<file path="config.mk">
export PLATFORM = sky130hd
export DESIGN_NAME = o_accum
export DESIGN_NICKNAME = d
export VERILOG_FILES = /design/src/rtl/o_accum.sv
export SDC_FILE = /design/constraint.sdc
export NUM_CORES = 2
export LEC_CHECK = 0
export ABC_AREA = 1
export BUFFER_PORTS_ARGS = -buffer_cell sky130_fd_sc_hd__buf_2
export CORE_AREA = 2 2 407 409
export DETAILED_ROUTE_END_ITERATION = 7
export DIE_AREA = 0 0 409 411
export PLACE_DENSITY = 0.39
export SLEW_MARGIN = 20
export SYNTH_ARGS = -nofsm -noshare
export SYNTH_HDL_FRONTEND = slang
export SYNTH_SLANG_ARGS = --single-unit
</file>
<file path="constraint.sdc">
create_clock -name clk -period 17.52 [get_ports clk]
set_input_delay 3.504 -clock clk [delete_from_list [all_inputs] [get_ports clk]]
set_output_delay 3.504 -clock clk [all_outputs]
set_load 0.005 [all_outputs]
</file>
<file path="src/rtl/o_accum.sv">
// o_accum -- row accumulator for a streaming attention output stage.
//
// Each accepted beat replaces the accumulator with the saturated
// element-wise sum of two upstream vectors. Upstream has already folded the
// previous accumulator (rescaled) into exp_o_in. After N_KEYS beats the
// finished row is presented on o_out/vld_out and held until downstream takes
// it. Then the accumulator and beat count clear for the next row.
//
// Ports
//   clk             : clock, rising edge
//   rst             : asynchronous active-high reset
//   vld_in          : upstream beat valid
//   rdy_out         : ready to accept a beat (low while draining or flushing)
//   exp_o_in        : rescaled previous accumulator, VEC_LEN x ELEM_W packed
//   exp_v_in        : scaled value vector, packed the same way
//   flush           : synchronous abort of the row being accumulated
//   o_star_prev_out : current accumulator, fed back upstream
//   key_idx         : beats accepted in the current row
//   vld_out         : finished row valid
//   rdy_in          : downstream ready
//   o_out           : finished row vector
module o_accum #(
  parameter int VEC_LEN = 16,
  parameter int ELEM_W  = 16,
  parameter int N_KEYS  = 64,
  localparam int KEY_W  = $clog2(N_KEYS + 1),
  localparam int VW     = VEC_LEN * ELEM_W
) (
  input  logic              clk,
  input  logic              rst,
  input  logic              vld_in,
  output logic              rdy_out,
  input  logic [VW-1:0]     exp_o_in,
  input  logic [VW-1:0]     exp_v_in,
  input  logic              flush,
  output logic [VW-1:0]     o_star_prev_out,
  output logic [KEY_W-1:0]  key_idx,
  output logic              vld_out,
  input  logic              rdy_in,
  output logic [VW-1:0]     o_out
);

  typedef enum logic [0:0] {
    ACCUM = 1'b0,
    DRAIN = 1'b1
  } state_t;

  localparam logic [KEY_W-1:0] KEY_ZERO = KEY_W'(0);
  localparam logic [KEY_W-1:0] KEY_ONE  = KEY_W'(1);
  localparam logic [KEY_W-1:0] KEY_LAST = KEY_W'(N_KEYS - 1);

  // Signed add at one extra bit, clamped to the element range.
  function automatic logic [ELEM_W-1:0] sat_add(input logic [ELEM_W-1:0] a,
                                                input logic [ELEM_W-1:0] b);
    logic [ELEM_W:0] s;
    s = {a[ELEM_W-1], a} + {b[ELEM_W-1], b};
    // The two top bits differ only when the true sum left the element range.
    if (s[ELEM_W] != s[ELEM_W-1]) begin
      if (s[ELEM_W]) begin
        sat_add = {1'b1, {(ELEM_W-1){1'b0}}};
      end else begin
        sat_add = {1'b0, {(ELEM_W-1){1'b1}}};
      end
    end else begin
      sat_add = s[ELEM_W-1:0];
    end
  endfunction

  state_t             state_r, state_s;
  logic [VW-1:0]      acc_r, acc_s;
  logic [KEY_W-1:0]   key_r, key_s;
  logic [VW-1:0]      out_r, out_s;
  logic [VW-1:0]      sum_s;
  logic               rdy_s;

  // Saturated element-wise sum of the two incoming vectors.
  always_comb begin
    sum_s = {VW{1'b0}};
    for (int i = 0; i < VEC_LEN; i++) begin
      sum_s[i*ELEM_W +: ELEM_W] = sat_add(exp_o_in[i*ELEM_W +: ELEM_W],
                                          exp_v_in[i*ELEM_W +: ELEM_W]);
    end
  end

  // Next-state, accumulator, beat count and ready decisions.
  always_comb begin
    state_s = state_r;
    acc_s   = acc_r;
    key_s   = key_r;
    out_s   = out_r;
    rdy_s   = 1'b0;
    case (state_r)
      ACCUM: begin
        rdy_s = !flush;
        if (flush) begin
          // Flush wins over a simultaneous beat.
          acc_s = {VW{1'b0}};
          key_s = KEY_ZERO;
        end else if (vld_in) begin
          acc_s = sum_s;
          key_s = key_r + KEY_ONE;
          if (key_r == KEY_LAST) begin
            state_s = DRAIN;
            out_s   = sum_s;
          end else begin
            state_s = ACCUM;
          end
        end else begin
          state_s = ACCUM;
        end
      end
      DRAIN: begin
        // flush is ignored here so a completed row is always delivered.
        if (rdy_in) begin
          state_s = ACCUM;
          acc_s   = {VW{1'b0}};
          key_s   = KEY_ZERO;
        end else begin
          state_s = DRAIN;
        end
      end
      default: begin
        state_s = ACCUM;
        acc_s   = {VW{1'b0}};
        key_s   = KEY_ZERO;
      end
    endcase
  end

  // State, accumulator, beat count and output row registers.
  always_ff @(posedge clk or posedge rst) begin
    if (rst) begin
      state_r <= ACCUM;
      acc_r   <= {VW{1'b0}};
      key_r   <= KEY_ZERO;
      out_r   <= {VW{1'b0}};
    end else begin
      state_r <= state_s;
      acc_r   <= acc_s;
      key_r   <= key_s;
      out_r   <= out_s;
    end
  end

  assign rdy_out         = rdy_s;
  assign vld_out         = (state_r == DRAIN);
  assign o_star_prev_out = acc_r;
  assign key_idx         = key_r;
  assign o_out           = out_r;

endmodule

</file>
; Word level (Yosys, flattened, before mapping)
; Cells that the tools add are included.
; Widths: inputs -> output; s select.
[totals]
ff_bits = 520
[op_classes]
add_sub_neg = 17
n_bitwise = 2
n_eq_ne = 19
n_reduce_logical = 3
n_mux = 46
[ops]
columns = op, count
row1 = $mux 256, 3
row2 = $mux 16, 32
row3 = $pmux 256 s2, 1
row4 = $add 16x16->17, 16
row5 = $mux 7, 3
row6 = $ne 1x1->1, 16
row7 = $pmux 7 s2, 1
row8 = $add 7x1->7 const B, 1
row9 = $eq 7x6->1 const B, 1
row10 = $mux 1, 5
row11 = $reduce_and 4->1, 1
row12 = $ne 3x3->1 const B, 1
row13 = $ne 2x2->1 const B, 1
row14 = $not 1->1, 2
row15 = $pmux 1 s2, 1
row16 = $reduce_and 2->1, 1
row17 = $logic_not 1->1, 1

; Longest topological paths before layout
[logic_depth]
depth_word = 6
depth_mapped = 19
mapped_depth_nobuf = 18

; Worst setup path after synthesis
; OpenSTA, ideal clock, no wires.
[synth_path]
path_type = in2out
from = input port flush
to = output port rdy_out
stages = 1
n_path_buf = 0
slack_ns = 10.399
arrival_ns = 3.617
path_cell_list = nor2_4
[synth_between]
elab_chain_len = 2
[synth_rtl]
columns = element, line_no
row1 = from (decl), 35  ; input logic flush,
row2 = $logic_not 1->1, 94  ; rdy_s = !flush;
row3 = $mux 1, 92  ; case (state_r)
row4 = to (decl), 32  ; output logic rdy_out,
; Every way passes these cells.

; Worst setup path after layout
[layout_path]
from = input port flush
to = register out_r[40], in the netlist o_out[40]
[layout_between]
elab_chain_len = 2
[layout_rtl]
columns = element, line_no
row1 = $not 1->1 (no source line), -
row2 = $reduce_and 4->1 (no source line), -
row3 = to (signal assigned), 136  ; out_r <= {VW{1'b0}};
row4 = to (signal assigned), 141  ; out_r <= out_s;
row5 = to (decl), 72  ; logic [VW-1:0] out_r, out_s;
; Every way passes these cells.
; A chain may end at the register's enable or synchronous reset.

==> reports/qor.txt <==
outcome -> completed
CP Data Arrival Time -> 8310 ps
CTS Root Cell -> clkbuf_16
Clock Sinks -> 520
Worst Tran Pin Value -> 1260 ps
cts hold-fix bufs -> 0
cell area after synthesis -> 36200 um2
vias per cell -> 4.38
EDFF count, synth -> 0
top post-synthesis cells by area -> dfrtp_1 (36%), nand2_1 (28%), ha_1 (9.1%), inv_1 (4.2%), a21oi_1 (3.2%)
Max FO, Critical Path -> 87
worst hold slack -> 470 ps
core area -> 164000 um2
HPWL after DPL -> 136000 um
Worst Hold Class -> reg2reg
most used routing layer -> met2
Synth Flop Type -> dfrtp_1
synth warn -> 0
ANT nets after route -> 0
Global Route met1 Usage -> 0.242
FMAX -> 128 MHz
Pleak -> 28.0 nW
asr flop ratio synth -> 1.00
final-stage net count -> 7064
Final Hold Viols -> 0
met2 Usage GRT -> 0.334
Seq/Total Area, Yosys -> 0.360
CTS tree -> done
Worst Setup Path Type -> in2reg
Setup WS pre-CTS -> 8740 ps
syn_nets -> 6077
initial drt markers -> 2206
pwr dens -> 90.5 nW/um2
vias in the first global route -> 36800
final setup fails -> 0
Worst-path clk slew -> 60 ps
routed len/inst -> 19.9 um
Yosys reg bits -> 520
total CTS buffers -> 73
Cell Count, Final, Fillers Out -> 8532
Synth area leader -> dfrtp_1
GRT met3 Usage -> 0.0430
Tmin final -> 7820 ps
initial antenna violation count -> 67
drt pass-1 iters -> 5
Total Power -> 4.17 mW
endpoint type of the worst setup path -> register
die area -> 168000 um2
CP startpoint kind -> primary input
Post-Route WL -> 170000 um
Distinct cells, synth -> 46
Syn Area/Cell -> 6.85 um2
max-slew violations -> 0
post-cts resize count -> 0
GP Congestion -> 0.910
Die Width -> 409 um
Max-Cap Viols -> 0
num ports -> 1038
Final Cell Area -> 46100 um2
Final Util -> 0.281
CTS Buffer Depth -> 3
slew margin rel. -> 0.160
drt drc -> 0
Mapped Cells -> 5281
first-pass GRT wire length -> 247000 um
RSZ-0062 raised after global routing -> no
final period utilization -> 0.446
Clock Latency Late Sink -> 670 ps
Placed Area -> 43500 um2
data required time at the worst endpoint -> 18010 ps
placed insts -> 8382
Die Ht -> 411 um
H-tree depth -> 3
share of cells above drive strength 1 -> 0.227
largest net degree at the start of global routing -> 158
Rows -> 149
I/O Buffers -> 1037
setup tns final -> 0 ps
Final WS setup -> 9700 ps
Layout Skew -> 32.5 ps
maximum vdd drop -> 0.0618 mV
total track usage -> 0.196
Overflow after GRT -> 0
Yosys top cell area share -> 0.360
Area growth syn-to-layout -> 27.3%
Initial Utilization -> 0.221
# Post-CTS Setup Buffers -> 0
routed vias -> 37300
fillcell total -> 18400
-- per-layer routing --
metal / share of wire / vias up
li1: - / 18500
met1: 0.43 / 17500
met2: 0.48 / 1044
met3: 0.061 / 269
met4: 0.032 / 32
met5: 0.0012 / -
-- synthesized netlist by cell type (2+ instances only) --
library cell,n
fa_1,16
inv_1,405
a31oi_1,6
nand3_2,12
buf_4,14
nand3b_1,8
nor3_1,24
o21ai_0,113
dfrtp_1,520
clkbuf_1,52
xor2_1,93
nand4_2,8
o21ai_1,2
buf_1,14
xnor2_1,16
a21o_1,28
nand2_2,172
nor3_2,6
o21ai_2,14
ha_1,263
nand2_4,19
o21bai_1,9
buf_6,18
o22ai_1,3
nand2_1,2709
a21oi_2,10
and2_1,4
a21boi_0,2
or2_2,5
nand4_1,31
nor2_1,186
buf_2,45
a21oi_1,232
nand3_1,197
inv_2,14
-- sequential cells by signal, indices dropped and copies added (netlist names) --
name,cells
key_idx,7
o_out,256
o_star_prev_out,256
vld_out,1
-- power breakdown --
group / switching [mW] / internal [mW]
clock network: 0.630 / 0.952
logic: 0.839 / 0.408
registers: 0.0550 / 1.28
total: 1.52 / 2.64
-- placed cells by master, fill, tap and decap left out, types with 24 or more instances in the layout --
cell type,instances
nand2_1,2709
buf_2,1037
dfrtp_1,520
inv_1,404
ha_1,263
a21oi_1,232
nand3_1,197
nor2_1,186
nand2_2,172
o21ai_0,113
xor2_1,93
clkbuf_16,74
nand4_1,31
a21o_1,28
nor3_1,24
-- critical path, cell delays in order --
cell	delay [ps]
buf_2	120
nor2_4	180
nand2_2	470
inv_8	660
nand3_4	710
inv_8	750
buf_4	880
buf_4	620
a31oi_1	160
-- cells by family after synthesis --
logic type / after synthesis / synth area share
compound gates: 423 / 0.0644
xor+xnor: 109 / 0.0264
fa+ha+maj: 279 / 0.0998
buf+inv: 563 / 0.0656
flops: 520 / 0.360
simple gates: 3387 / 0.384
-- final timing paths --
check	startpoint	endpoint	cells after the start	slack (ps)
worst max-delay path	flush	o_out[40]$_DFFE_PP0P_	9	9700
worst min-delay path	o_out[94]$_DFFE_PP0P_	o_out[94]$_DFFE_PP0P_	2	470
worst max register to register	vld_out$_DFF_PP0_	o_out[40]$_DFFE_PP0P_	8	12150
worst min register to register	o_out[94]$_DFFE_PP0P_	o_out[94]$_DFFE_PP0P_	2	470
max in group asynchronous	rst	o_star_prev_out[162]$_DFFE_PP0P_	5	11350
min in group asynchronous	rst	o_out[126]$_DFFE_PP0P_	2	2980
-- cell type report --
type / count / area, um2 / area share
Antenna cell: 21 / 52.6 / 0.00114
Multi-Input combinational cell: 4198 / 20800 / 0.452
Clock buffer: 99 / 2080 / 0.0451
Clock inverter: 30 / 419 / 0.00910
Tap cell: 2189 / 2740 / 0.0595
Inverter: 419 / 1600 / 0.0347
Timing Repair Buffer: 1056 / 5350 / 0.116
Sequential cell: 520 / 13000 / 0.283
No activity file was read; power rests on OpenSTA's default activity.
